File: src/rtl/controle_clock_io.sv
// controle_clock_io: execution-enable sequencer for the single-cycle core.
// It turns the control unit's enable_clock/halt codes and a raw push-button
// into cpu_enable, which gates the PC update and all architectural writes.
// IN/OUT instructions stall until the operator presses and releases the button.
// After that, exactly one instruction commits. A halt freezes the core until reset.
//
// Build option: define CONTROLE_CLOCK_DEBOUNCE_EN to include the debounce counter.
// Without it, the synchronized button feeds the edge detector directly.
module controle_clock_io #(
  parameter int DEBOUNCE_CYCLES = 50000,
  parameter int SYNC_STAGES     = 2
) (
  input  logic       clock,
  input  logic       reset,
  input  logic [1:0] enable_clock,
  input  logic       halt,
  input  logic       button,
  output logic       cpu_enable,
  output logic       waiting_in,
  output logic       waiting_out,
  output logic       halted
);

  localparam logic [2:0] S_RUN          = 3'd0;
  localparam logic [2:0] S_WAIT_PRESS   = 3'd1;
  localparam logic [2:0] S_WAIT_RELEASE = 3'd2;
  localparam logic [2:0] S_STEP         = 3'd3;
  localparam logic [2:0] S_HALTED       = 3'd4;

  localparam logic KIND_IN  = 1'b0;
  localparam logic KIND_OUT = 1'b1;

  logic [SYNC_STAGES-1:0] sync_q;
  logic                   btn_sync;
  logic                   btn_db;
  logic                   btn_db_prev;
  logic                   press;
  logic                   release_evt;

  logic [2:0] state_q;
  logic [2:0] state_d;
  logic       kind_q;
  logic       kind_d;
  logic       enable_c;
  logic       stall_code;

  // Bring the asynchronous button into the clock domain
  always_ff @(posedge clock or posedge reset) begin
    if (reset) begin
      sync_q <= '0;
    end else begin
      sync_q <= {sync_q[SYNC_STAGES-2:0], button};
    end
  end

  assign btn_sync = sync_q[SYNC_STAGES-1];

`ifdef CONTROLE_CLOCK_DEBOUNCE_EN
  localparam int CNT_W = $clog2(DEBOUNCE_CYCLES + 1);

  logic [CNT_W-1:0] db_cnt;
  logic             btn_db_q;

  // The debounced level flips only after the synchronized input has disagreed with it
  // for long enough. Any agreement restarts the count, so short glitches never propagate.
  always_ff @(posedge clock or posedge reset) begin
    if (reset) begin
      db_cnt   <= '0;
      btn_db_q <= 1'b0;
    end else if (btn_sync == btn_db_q) begin
      db_cnt <= '0;
    end else if (db_cnt == CNT_W'(DEBOUNCE_CYCLES)) begin
      btn_db_q <= ~btn_db_q;
      db_cnt   <= '0;
    end else begin
      db_cnt <= db_cnt + CNT_W'(1);
    end
  end

  assign btn_db = btn_db_q;
`else
  assign btn_db = btn_sync;
`endif

  // Previous debounced level, used for press/release edge detection
  always_ff @(posedge clock or posedge reset) begin
    if (reset) begin
      btn_db_prev <= 1'b0;
    end else begin
      btn_db_prev <= btn_db;
    end
  end

  assign press       =  btn_db & ~btn_db_prev;
  assign release_evt = ~btn_db &  btn_db_prev;

  // Codes 0 (IN) and 2 (OUT) stall; 1 and 3 both run
  assign stall_code = (enable_clock == 2'd0) || (enable_clock == 2'd2);

  // Next-state and commit decode.
  // The RUN enable is combinational, so ordinary instructions commit without a bubble.
  always_comb begin
    state_d  = state_q;
    kind_d   = kind_q;
    enable_c = 1'b0;
    case (state_q)
      S_RUN: begin
        enable_c = ~halt & ~stall_code;
        if (halt) begin
          state_d = S_HALTED;
        end else if (stall_code) begin
          state_d = S_WAIT_PRESS;
          kind_d  = enable_clock[1] ? KIND_OUT : KIND_IN;
        end
      end
      S_WAIT_PRESS: begin
        // A button already held on entry has no rising edge, so it must be released first
        if (press) begin
          state_d = S_WAIT_RELEASE;
        end
      end
      S_WAIT_RELEASE: begin
        if (release_evt) begin
          state_d = S_STEP;
        end
      end
      S_STEP: begin
        // The stalled IN/OUT commits here; the PC moves on, so RUN sees a fresh opcode
        enable_c = 1'b1;
        state_d  = S_RUN;
      end
      S_HALTED: begin
        state_d = S_HALTED;
      end
      default: begin
        state_d = S_RUN;
      end
    endcase
  end

  // Reset forces the enable low even though the RUN decode is combinational
  assign cpu_enable = enable_c & ~reset;

  // State and stalled-instruction kind
  always_ff @(posedge clock or posedge reset) begin
    if (reset) begin
      state_q <= S_RUN;
      kind_q  <= KIND_IN;
    end else begin
      state_q <= state_d;
      kind_q  <= kind_d;
    end
  end

  // Status flags are registered from the next state, so they line up with state_q.
  // They have no combinational path from the button.
  always_ff @(posedge clock or posedge reset) begin
    if (reset) begin
      waiting_in  <= 1'b0;
      waiting_out <= 1'b0;
      halted      <= 1'b0;
    end else begin
      waiting_in  <= ((state_d == S_WAIT_PRESS) || (state_d == S_WAIT_RELEASE)) && (kind_d == KIND_IN);
      waiting_out <= ((state_d == S_WAIT_PRESS) || (state_d == S_WAIT_RELEASE)) && (kind_d == KIND_OUT);
      halted      <= (state_d == S_HALTED);
    end
  end

endmodule
File: config.mk
export PLATFORM = sky130hd
export DESIGN_NAME = controle_clock_io
export DESIGN_NICKNAME = d
export VERILOG_FILES = /design/src/rtl/controle_clock_io.sv
export SDC_FILE = /design/constraint.sdc
export NUM_CORES = 1
export LEC_CHECK = 0
export BUFFER_PORTS_ARGS = -buffer_cell sky130_fd_sc_hd__buf_4
export CAP_MARGIN = 20
export CELL_PAD_IN_SITES_DETAIL_PLACEMENT = 0
export CELL_PAD_IN_SITES_GLOBAL_PLACEMENT = 2
export CORE_MARGIN = 1.5
export CORE_UTILIZATION = 33
export DETAILED_ROUTE_END_ITERATION = 12
export HOLD_SLACK_MARGIN = 0.05
export PLACE_DENSITY = 0.82
export SETUP_SLACK_MARGIN = 0.4
export SYNTH_ARGS = -nofsm -noshare
export SYNTH_HDL_FRONTEND = slang
export SYNTH_SLANG_ARGS = --single-unit
export TNS_END_PERCENT = 50
File: constraint.sdc
create_clock -name clock -period 3 [get_ports clock]
set_clock_uncertainty 0.05 [all_clocks]
set_input_delay 0.6 -clock clock [delete_from_list [all_inputs] [get_ports clock]]
set_output_delay 0.6 -clock clock [all_outputs]
set_load 0.01 [all_outputs]
======== After elaboration in Yosys (flattened, before gate mapping) ========
Index checks and enable logic that the tools add are counted.
storage, ports and cells
  word-level logic and storage cells ...... 41
  memories kept ........................... 0
  latch bits .............................. 0
  ROM bits ................................ 0
  flip-flop bits (word level) ............. 10
  memory bits (writable) .................. 0
operators by class
  magnitude comparators ................... 0
  eq/ne operators ......................... 8
  add/sub/neg operators ................... 0
  bitwise logic cells ..................... 10
  $mul .................................... 0
  reductions and logical operators ........ 6
  shift-type cells ........................ 0
  div/mod/pow operators ................... 0
  mux-type cells .......................... 10
operators by type and width
  operator                                                               count
  3-bit 2-to-1 mux                                                       4
  3-bit one-hot mux with 4 select lines                                  1
  3-bit by 2-bit equality test with 1-bit output, second input constant  3
  3-bit by 1-bit equality test with 1-bit output, second input constant  2
  3-bit equality test, second input constant                             2
  1-bit NOT                                                              6
  1-bit AND                                                              4
  1-bit 2-to-1 mux                                                       4
  3-bit zero test                                                        1
  2-bit equality test, second input constant                             1
  1-bit logical AND                                                      2
  2-bit zero test                                                        1
  1-bit logical OR                                                       2
  1-bit one-hot mux with 2 select lines                                  1

======== Depth between registers and ports, before layout ========
Gate-level depths: netlist of the first run.
  depth after elaboration ................. 8
  depth in mapped cells ................... 4
  depth with buffers taken out ............ 3

======== Least setup slack after synthesis of the first run ========
Ideal clock, no wire load.
  path type ............................... register -> output
  start ................................... register state_q[0]
  end ..................................... output port cpu_enable
  required time ........................... 2.350 ns
  data arrival time ....................... 1.162 ns
  stages on the path, launching flop included .. 5
  path slack .............................. 1.188 ns
  cells stage by stage .................... dfrtp_1 clkbuf_1 nor4b_1 a21oi_1 nor3_1
on the way
  word-level cells in the longest chain between the ends .. 3
  elaborated cells between the ends (all ways) .. 4
  classes of those cells .................. eq/ne: 1; mux: 1; bitwise: 1; reduce/logical: 1
ends and longest elaborated chain
  what                                                                               RTL line  RTL
  from (decl)                                                                        40        logic [2:0] state_q;
  from (signal assigned)                                                             150       state_q <= state_d;
  3-bit by 2-bit equality test with 1-bit output or 3-bit zero test (tied branches)  106       case (state_q)
  1-bit one-hot mux with 2 select lines *                                            106
  1-bit AND *                                                                        142       assign cpu_enable = enable_c & ~reset;
  to (decl)                                                                          18        output logic cpu_enable,
Every way passes the cells marked *; elsewhere a longest branch is shown, timed or not.

======== Worst setup path after layout of the first run ========
Ends and elaborated chain as after synthesis.

==> results.md, run 1 <==
- WL final: 873 um
- Synth Warn #: 0
- Reg-to-reg startpoint: state_q[0]
- DIE HEIGHT: 40.4 um
- Slew headroom: 0.728
- Die W: 40.4 um
- Crit-path cells: nor4b_1 > a21oi_1 > nor3_1 > buf_4
- Leakage dissipation: 0.229 nW
- Ant. Diodes: 0
- Pin count of the biggest net entering global routing: 13
- GPL Wtd Cong: 0.710
- GRT Util Overall: 0.152
- Worst hold path class: input port to asynchronous set/reset pin
- Worst hold slack: 277 ps
- Slowest cell on crit path: dfrtp_1
- Most frequent cells in the layout: 10 x dfrtp_1, 9 x buf_4, 4 x a21oi_1, 3 x nor3_1, 3 x clkbuf_4
- Max cap viols: 0
- IO buf count: 9
- CP required: 2350 ps
- Mean Syn Cell Area: 11.3 um^2
- Setup repair bufs after CTS: 0
- Area leader, netlist: dfrtp_1
- Clock latency on the worst-skew pair: 270 ps
- CP Class: flop to output pin
- First-pass GRT wire length: 1.52 mm
- Status: finished, final reports clean
- Post-route setup TNS: 0 ps
- Sw Share: 0.219
- Max VDD drop: 0.000253 V
- Clock Power Share: 0.424
- Area delta synth->final: 22.2%
- Antenna violations before repair: 0
- CP max stage delay: 490 ps
- Drt first pass iters: 2
- Cell row count: 13
- #FFs+latches synth: 10
- ANT nets after route: 0
- Post-Syn Area: 462 um^2
- Distinct cells, synth: 26
- Top post-synthesis cells by area: dfrtp_1 54%, a21oi_1 4.3%, nor3_1 3.3%
- Boundary pin count: 10
- Yosys top cell area share: 0.542
- DR vias: 338
- CP bufs+invs: 1
- Post_cts resized: 0
- Slew Limit Fails: 0
- Vias in the first global route: 329
- Clock Path Buffers: 2
- Combinational power share: 0.063
- Synth Instances: 41
- Synth Net Count: 47
- Clock root buffer: clkbuf_4
- Vias/cell: 5.12
- Most common cell after layout, fill and taps aside: dfrtp_1
- Util after Layout: 0.434
- Residual DRC: 0
- Clk slew on worst S/H paths: 70 ps
- Top delay family on crit path: simple AND/OR/NAND/NOR gates
- Dpl hpwl: 619 um
- Critical Path Start Type: flop
- Min Tclk post-route: 2140 ps
- WL/cell: 13.2 um
- Pwr dens: 515 nW/um^2
- CP Capture Type: output pin
- Final hold vios: 0
- Fin crit share: 0.714
- Starting DRT DRC Count: 2
- Starting Density: 0.355
- Power share of the sequential group: 0.513
- Core box area: 1300 um^2
- Worst-margin pin slew: 408 ps
- Remaining Overflow, GRT: 0
- Finish-stage setup viols: 0
- CTS tree: yes
- Net count, final: 58
- Internal: 0.227 mW
- Maximum clock rate: 467 MHz
- Sw power: 0.0637 mW
- Hold-fix buffers, CTS: 0
- Number of fillers in the final layout: 123
- Critical Path Start: state_q[0]
- Register area share after synthesis: 0.542
- Die Area: 1630 um^2
- RSZ-0062 raised after global routing: false
- H-Tree Depth: 1
- Crit path DAT: 1490 ps
- CTS sink count: 10
- Crit path max fanout: 11
- Layout cells sized above 1: 0.333
- Clock buffer count from CTS: 3
## final timing paths
kind / end / slack [ps] / depth (start not counted)
max reg2reg: waiting_out / 1250 / 3
max: cpu_enable / 860 / 4
min reg2reg: sync_q[1] / 300 / 0
min: state_q[1] / 280 / 2
min in group clock: sync_q[1] / 300 / 0
max in group asynchronous: btn_db_prev / 2340 / 2
## kinds of logic after synthesis
logic type                synth area share
AOI/OAI and AO/OA                    0.119
xor gates and xnor gates            0.0190
buffers and inverters               0.0515
DFF                                  0.542
and+or+nand+nor                      0.268
## cell usage after synthesis
cell and n:
inv_1 1, nor2_1 1, or3b_2 1, clkbuf_1 1
a21oi_2 1, buf_6 1, nand4bb_1 1, nor2b_1 1
o22ai_1 1, nand2b_1 1, dfrtp_1 10, a211oi_1 1
or4_4 1, buf_2 1, nor4bb_1 1, nand3b_1 1
o21bai_1 1, o21ai_1 1, a21oi_1 4, nor4b_1 1
nor3b_1 1, nor3_1 3, or3b_4 1, xnor2_1 1
nand2_1 1, or3_1 2
## cell type report
class	count	area [um^2]	share of cell area
Sequential cell	10	250	0.443
Multi-Input combinational cell	27	188	0.333
Timing Repair Buffer	9	67.6	0.120
Clock buffer	4	36.3	0.0643
Tap cell	15	18.8	0.0333
Inverter	1	3.75	0.00665
## sequential cells by signal, indices dropped and copies added (netlist names)
register,cells
state_q,3
btn_db_prev,1
waiting_out,1
sync_q,2
halted,1
waiting_in,1
kind_q,1
## through the flow
stage | area (um^2) | std cells | total power [mW] | worst slack [ps]
floorplan | 462 | 41 | 0.160 | 1190
global placement | 528 | 62 | 0.169 | 1040
detailed placement | 528 | 62 | 0.170 | 1010
CTS | 564 | 66 | 0.296 | 854
global route | 564 | 66 | 0.306 | 739
finish | 564 | 66 | 0.291 | 858
## power groups by stage
| stage | sequential, mW | combinational [mW] | clock [mW] |
|---|---|---|---|
| 2_1_floorplan | 0.150 | 0.0104 | 0 |
| 6_report | 0.149 | 0.0183 | 0.123 |
| 3_5_place_dp | 0.152 | 0.0185 | 0 |
| 4_1_cts | 0.149 | 0.0185 | 0.128 |
| 3_3_place_gp | 0.151 | 0.0176 | 0 |
| 5_1_grt | 0.151 | 0.0202 | 0.135 |
## metal layers
metal	wire length, um	share of wire	GRT usage
met3	30	0.034	0.0500
met1	399	0.46	0.174
met2	428	0.49	0.238
met4	15	0.017	0.100
met5	0	0	0
(Power assumes the default switching activity.)
==> run 2, diff against run 1 <==
- CORE_UTILIZATION: 33 -> 31
- PLACE_DENSITY: 0.82 -> 0.78
- clock period: 3 -> 2.1 ns (I/O delays scaled with it)
==> run 2 against run 1 <==
Utilization up 2.1 points; sequential share of layout area decreased by 3.2 points; non-clock buffer count up 5; via count increased by 8.3%; worst hold slack lost 190 ps; die area increased by 6.0%; register-to-register slack worse by 840 ps; sequential power rose by 44%; total power rose by 26%; worst setup slack lost 510 ps; largest power group unchanged; highest routed layer unchanged.
==> results.md, run 2 (synthesis results as in run 1) <==
- Reg-to-reg startpoint: state_q[1]
- Starting Density: 0.342 (-0.0128)
- Core box area: 1350 um^2 (+3.7%)
- Sw power: 0.0805 mW (+26%)
- Clk slew on worst S/H paths: 60 ps (about the same)
- Most frequent cells in the layout: 14 x buf_4, 8 x dfrtp_1, 3 x a21oi_1, 3 x clkbuf_4
- DR vias: 366 (+8.3%)
- ANT nets after route: 0 (unchanged)
- Vias in the first global route: 368 (+12%)
- WL/cell: 13.3 um (+0.23%)
- Die Area: 1730 um^2 (+6.0%)
- Worst-margin pin slew: 374 ps (-34.4 ps)
- Area delta synth->final: 33.1%
- Crit path max fanout: 2 (-9)
- GPL Wtd Cong: 0.718 (+1.1%)
- Pwr dens: 598 nW/um^2 (+16%)
- CP required: 1630 ps (-720 ps)
- Critical Path Start Type: flop
- Worst setup margin: 345 ps (-514 ps)
- Ant. Diodes: 0 (unchanged)
- CTS tree: yes
- Slowest cell on crit path: dfrtp_2
- Pin count of the biggest net entering global routing: 11 (-2)
- Fin crit share: 0.836
- Clock root buffer: clkbuf_4
- Boundary pin count: 10 (unchanged)
- DIE HEIGHT: 41.6 um (+2.9%)
- Net count, final: 63 (+8.6%)
- Starting DRT DRC Count: 2 (unchanged)
- Crit-path cells: nor4b_4 > a21oi_2 > nor3_2 > buf_4
- Worst hold path class: input port to asynchronous set/reset pin
- CP Class: flop to output pin
- Max VDD drop: 0.000347 V (+37%)
- CP max stage delay: 420 ps (-70 ps)
- Clock buffer count from CTS: 3 (unchanged)
- Vias/cell: 5.23 (+2.1%)
- Max cap viols: 0 (unchanged)
- Biggest regs: state_q (3), sync_q (2)
- WL final: 928 um (+6.3%)
- Most flop-heavy register: state_q
- CTS sink count: 10 (unchanged)
- Max reg flops: 3 (unchanged)
- H-Tree Depth: 1 (unchanged)
- Critical Path Start: state_q[1]
- Crit path DAT: 1290 ps (-200 ps)
- Layout cells sized above 1: 0.473 (+0.139)
- First-pass GRT wire length: 1.61 mm (+6.3%)
- Final hold vios: 0 (unchanged)
- Most common cell after layout, fill and taps aside: buf_4
- Worst hold slack: 92.1 ps (-185 ps)
- Hold-fix buffers, CTS: 0 (unchanged)
- Antenna violations before repair: 0 (unchanged)
- Post-route setup TNS: 0 ps (unchanged)
- Finish-stage setup viols: 0 (unchanged)
- Clock Path Buffers: 2 (unchanged)
- Cell row count: 13 (unchanged)
- Slew Limit Fails: 0 (unchanged)
- CP Capture Type: output pin
- Dpl hpwl: 653 um (+5.5%)
- Residual DRC: 0 (unchanged)
- Remaining Overflow, GRT: 0 (unchanged)
- Min Tclk post-route: 1760 ps
- RSZ-0062 raised after global routing: true
- Clock latency on the worst-skew pair: 260 ps (about the same)
- Setup slack at placement: 369 ps (-646 ps)
- Slew headroom: 0.750 (+0.0230)
- Maximum clock rate: 570 MHz
- Internal: 0.287 mW (+26%)
- GRT Util Overall: 0.126 (-0.0263)
- Combinational power share: 0.080 (+0.017)
- Status: finished, final reports clean
- Die W: 41.6 um (+2.9%)
- Drt first pass iters: 2 (unchanged)
- Power share of the sequential group: 0.582 (+0.069)
- IO buf count: 9 (unchanged)
- Sw Share: 0.219 (about the same)
- Leakage dissipation: 0.250 nW (+9.6%)
- Clock Power Share: 0.338 (-0.086)
[run 2: cell count changes in the layout (fill, tap and decap cells not counted)]
cell,before,now
clkbuf_8,1,0
nor4b_1,1,0
dfrtp_2,0,2
nor3_2,0,1
a21oi_1,4,3
dfrtp_1,10,8
nor4b_4,0,1
a21oi_2,1,2
nor3_1,3,2
buf_4,9,14
[run 2: what timing repair did]
item	4_1_cts	5_1_grt
buffers inserted	3	1
resized for setup	3	3
setup endpoints to repair	2	4
pin swaps	1	4
[run 2: metal layers]
metal / wire length, um / up-vias / global-route usage
met3: 57 / 2 / 0.0652
met5: 0 / - / 0
met1: 371 / 174 / 0.126
met4: 8 / 0 / 0.0581
met2: 491 / 10 / 0.213
li1: - / 180 / -
[run 2: final cells by class]
| type | instances | area, um^2 |
|---|---|---|
| clock buffers | 3 | 22.5 |
| fillers | 144 | 736 |
| inverters | 1 | 3.75 |
| multi-input cells | 27 | 211 |
| flip-flops and latches | 10 | 253 |
| well taps | 15 | 18.8 |
| repair buffers | 14 | 105 |
[run 2: final timing paths]
path	to	slack [ps]	cells after the start
hold / removal	halted	90	2
max in group asynchronous	state_q[0]	1610	2
setup / recovery	cpu_enable	340	4
min in group clock	sync_q[0]	220	1
hold reg to reg	sync_q[1]	300	0
setup reg to reg	waiting_out	410	4
[run 2: power groups by stage]
stage | sequential [mW] | combinational, mW | clock [mW]
finish | 0.214 | 0.0296 | 0.124
floorplan | 0.214 | 0.0149 | 0
detailed placement | 0.218 | 0.0273 | 0
CTS | 0.214 | 0.0279 | 0.129
global placement | 0.216 | 0.0256 | 0
global route | 0.215 | 0.0326 | 0.140
[run 2: worst max-delay path, delay by kind of cell, from the launching register on]
family / cells / cell delay, ps
DFF: 1 / 420
AOI/OAI and AO/OA: 1 / 60
buffers and inverters: 1 / 140
and+or+nand+nor: 2 / 410
[run 2: through the flow]
| step | util | total power, mW | cells | cell area [um^2] |
|---|---|---|---|---|
| after floorplan | - | 0.229 | 41 | 462 |
| after global placement | 0.397 | 0.241 | 63 | 536 |
| after detailed placement | 0.397 | 0.245 | 63 | 536 |
| after CTS | 0.437 | 0.370 | 69 | 589 |
| after global routing | 0.455 | 0.388 | 70 | 614 |
| final | 0.455 | 0.367 | 70 | 614 |
==> run 3, diff against run 2 <==
- CORE_UTILIZATION: 31 -> 28
- PLACE_DENSITY: 0.78 -> 0.75
- clock period: 2.1 -> 1.48 ns (I/O delays scaled with it)
==> run 3 against run 2 <==
The flow now finishes with violations (setup timing); sequential cell count did not move; sequential power rose by 42%; via count rose by 4.9%; global-route usage fell by 1.4 points; largest power group unchanged; routed wire length rose by 3.2%; worst setup slack got worse by 520 ps; worst hold slack got worse by 5.5 ps; clock power rose by 52%; sequential share of layout area fell by 3.8 points.
==> results.md, run 3 (synthesis results as in run 1) <==
- Most flop-heavy register: state_q
- Finish-stage setup viols: 4 (+4)
- Core box area: 1520 um^2 (+13%)
- ANT nets after route: 0 (unchanged)
- Clock latency on the worst-skew pair: 270 ps (about the same)
- Min Tclk post-route: 1660 ps
- Routed wl met2: 456 um (-7.1%)
- H-Tree Depth: 1 (unchanged)
- First-pass GRT wire length: 1.48 mm (-8.6%)
- Boundary pin count: 10 (unchanged)
- Clock buffer count from CTS: 3 (unchanged)
- Slew Limit Fails: 0 (unchanged)
- WL/cell: 12.6 um (-4.9%)
- Die W: 43.6 um (+4.8%)
- Starting Density: 0.303 (-0.0390)
- Final hold vios: 0 (unchanged)
- Remaining Overflow, GRT: 0 (unchanged)
- Worst hold path class: input port to flop
- Drt first pass iters: 3 (+1)
- Vias/cell: 5.05 (-3.4%)
- Crit path max fanout: 2 (unchanged)
- CTS tree: yes
- WL final: 958 um (+3.2%)
- Worst-margin pin slew: 388 ps (+13.8 ps)
- Power Total: 0.534 mW (+45%)
- Max reg flops: 3 (unchanged)
- Status: finished, violations left
- Cell row count: 14 (+1)
- Max cap viols: 0 (unchanged)
- Storage element area: 250 um^2 (-0.99%)
- Most common cell after layout, fill and taps aside: buf_4
- Critical Path Start Type: flop
- Clock Path Buffers: 2 (unchanged)
- Leakage dissipation: 0.281 nW (+12%)
- CP Capture Type: output pin
- Starting DRT DRC Count: 1 (-1)
- Placed cell area: 582 um^2 (+8.6%)
- Slowest cell on crit path: dfrtp_1
- Post-route setup TNS: -485 ps (-485 ps)
- Post-route cell area: 669 um^2 (+9.0%)
- Hold path start: button
- Number of fillers in the final layout: 154 (+6.9%)
- Reg-to-reg startpoint: state_q[0]
- Vias in the first global route: 327 (-11%)
- Failing checks: setup timing
- Maximum clock rate: 603 MHz
- DR vias: 384 (+4.9%)
- Dpl hpwl: 670 um (+2.6%)
- Net count, final: 68 (+7.9%)
- DRT met1 WL: 426 um (+15%)
- CP Class: flop to output pin
- Layout cells sized above 1: 0.483 (+0.0106)
- Max VDD drop: 0.000527 V (+52%)
- Clock root buffer: clkbuf_4
- Pin count of the biggest net entering global routing: 11 (unchanged)
- Crit-path cells: buf_6 > nor4b_2 > a21oi_1 > nor3_1 > buf_4
- CP max stage delay: 390 ps (-30 ps)
- DIE HEIGHT: 43.6 um (+4.8%)
- Non-filler cells, final: 76 (+8.6%)
- Most frequent cells in the layout: 14 x buf_4, 10 x dfrtp_1, 4 x a21oi_1, 4 x buf_6
- Pwr dens: 797 nW/um^2 (+33%)
- Antenna violations before repair: 0 (unchanged)
- Max layer used: met4
- GRT Util Overall: 0.112 (-0.0138)
- IO buf count: 9 (unchanged)
- Area of the multi-input gates: 213 um^2 (+0.59%)
- Residual DRC: 0 (unchanged)
- Crit path DAT: 1310 ps (+20 ps)
- Die Area: 1900 um^2 (+9.9%)
- Slew headroom: 0.741 (-0.00921)
- Critical Path Start: state_q[0]
- Worst setup margin: -178 ps (-522 ps)
- Biggest regs: state_q (3), sync_q (2)
- CTS sink count: 10 (unchanged)
- Clk slew on worst S/H paths: 60 ps (about the same)
- WL met3: 61 um (+7.0%)
- Area delta synth->final: 45.0%
- GPL Wtd Cong: 0.690 (-3.9%)
- CP required: 1130 ps (-500 ps)
- RSZ-0062 raised after global routing: true
- Ant. Diodes: 0 (unchanged)
- Fin crit share: 1.12
- DP Cell Count: 70 (+11%)
==> run 3: cell count changes in the layout (fill, tap and decap cells not counted), sizes merged <==
| cell | previous run | this run |
|---|---|---|
| dlygate4sd3 | 0 | 1 |
| buf | 14 | 18 |
==> run 3: report_power, final <==
| group | switching, mW | total, mW | internal, mW |
|---|---|---|---|
| Sequential | 0.0127 | 0.303 | 0.291 |
| Clock | 0.0943 | 0.188 | 0.0939 |
| Combinational | 0.0175 | 0.0420 | 0.0246 |
==> run 3: metrics by stage <==
stage | utilization | hold WS [ps] | setup slack [ps]
2_1_floorplan | - | 86.2 | -31.7
5_1_grt | 0.439 | 68.9 | -256
6_report | 0.439 | 86.6 | -178
3_3_place_gp | 0.382 | 265 | -64.4
3_5_place_dp | 0.382 | 264 | -84.8
4_1_cts | 0.433 | 80.4 | -235
==> run 3: metal layers <==
| layer | track usage | vias up |
|---|---|---|
| met5 | 0 | - |
| met4 | 0.0364 | 0 |
| met3 | 0.0750 | 2 |
| met2 | 0.162 | 10 |
| met1 | 0.133 | 186 |
| li1 | - | 186 |
==> run 3: final timing paths <==
path | endpoint | slack, ps | cells after the start
worst max register to register | waiting_out | -140 | 4
worst max-delay path | cpu_enable | -180 | 5
worst min register to register | sync_q[1] | 300 | 0
worst min-delay path | sync_q[0] | 90 | 1
max in group asynchronous | sync_q[1] | 580 | 3
min in group asynchronous | waiting_in | 520 | 3
==> run 3: what timing repair did <==
item	in CTS	in global routing
hold buffers	1	0
setup buffers	2	0
pin swaps	5	2
resized for setup	7	2
endpoints found under the hold margin	10	0
setup endpoints to repair	8	9
==> run 3: final cells by class <==
class,instances,area share
well taps,16,0.0299
repair buffers,19,0.239
multi-input cells,27,0.318
flip-flops and latches,10,0.374
inverters,1,0.00561
clock buffers,3,0.0336
==> run 3: worst max-delay path: cells and delay by family, from the launching register on <==
family                 cells  cell delay [ps]
AOI/OAI and AO/OA          1               70
buffers and inverters      2              260
DFF                        1              390
and+or+nand+nor            2              330
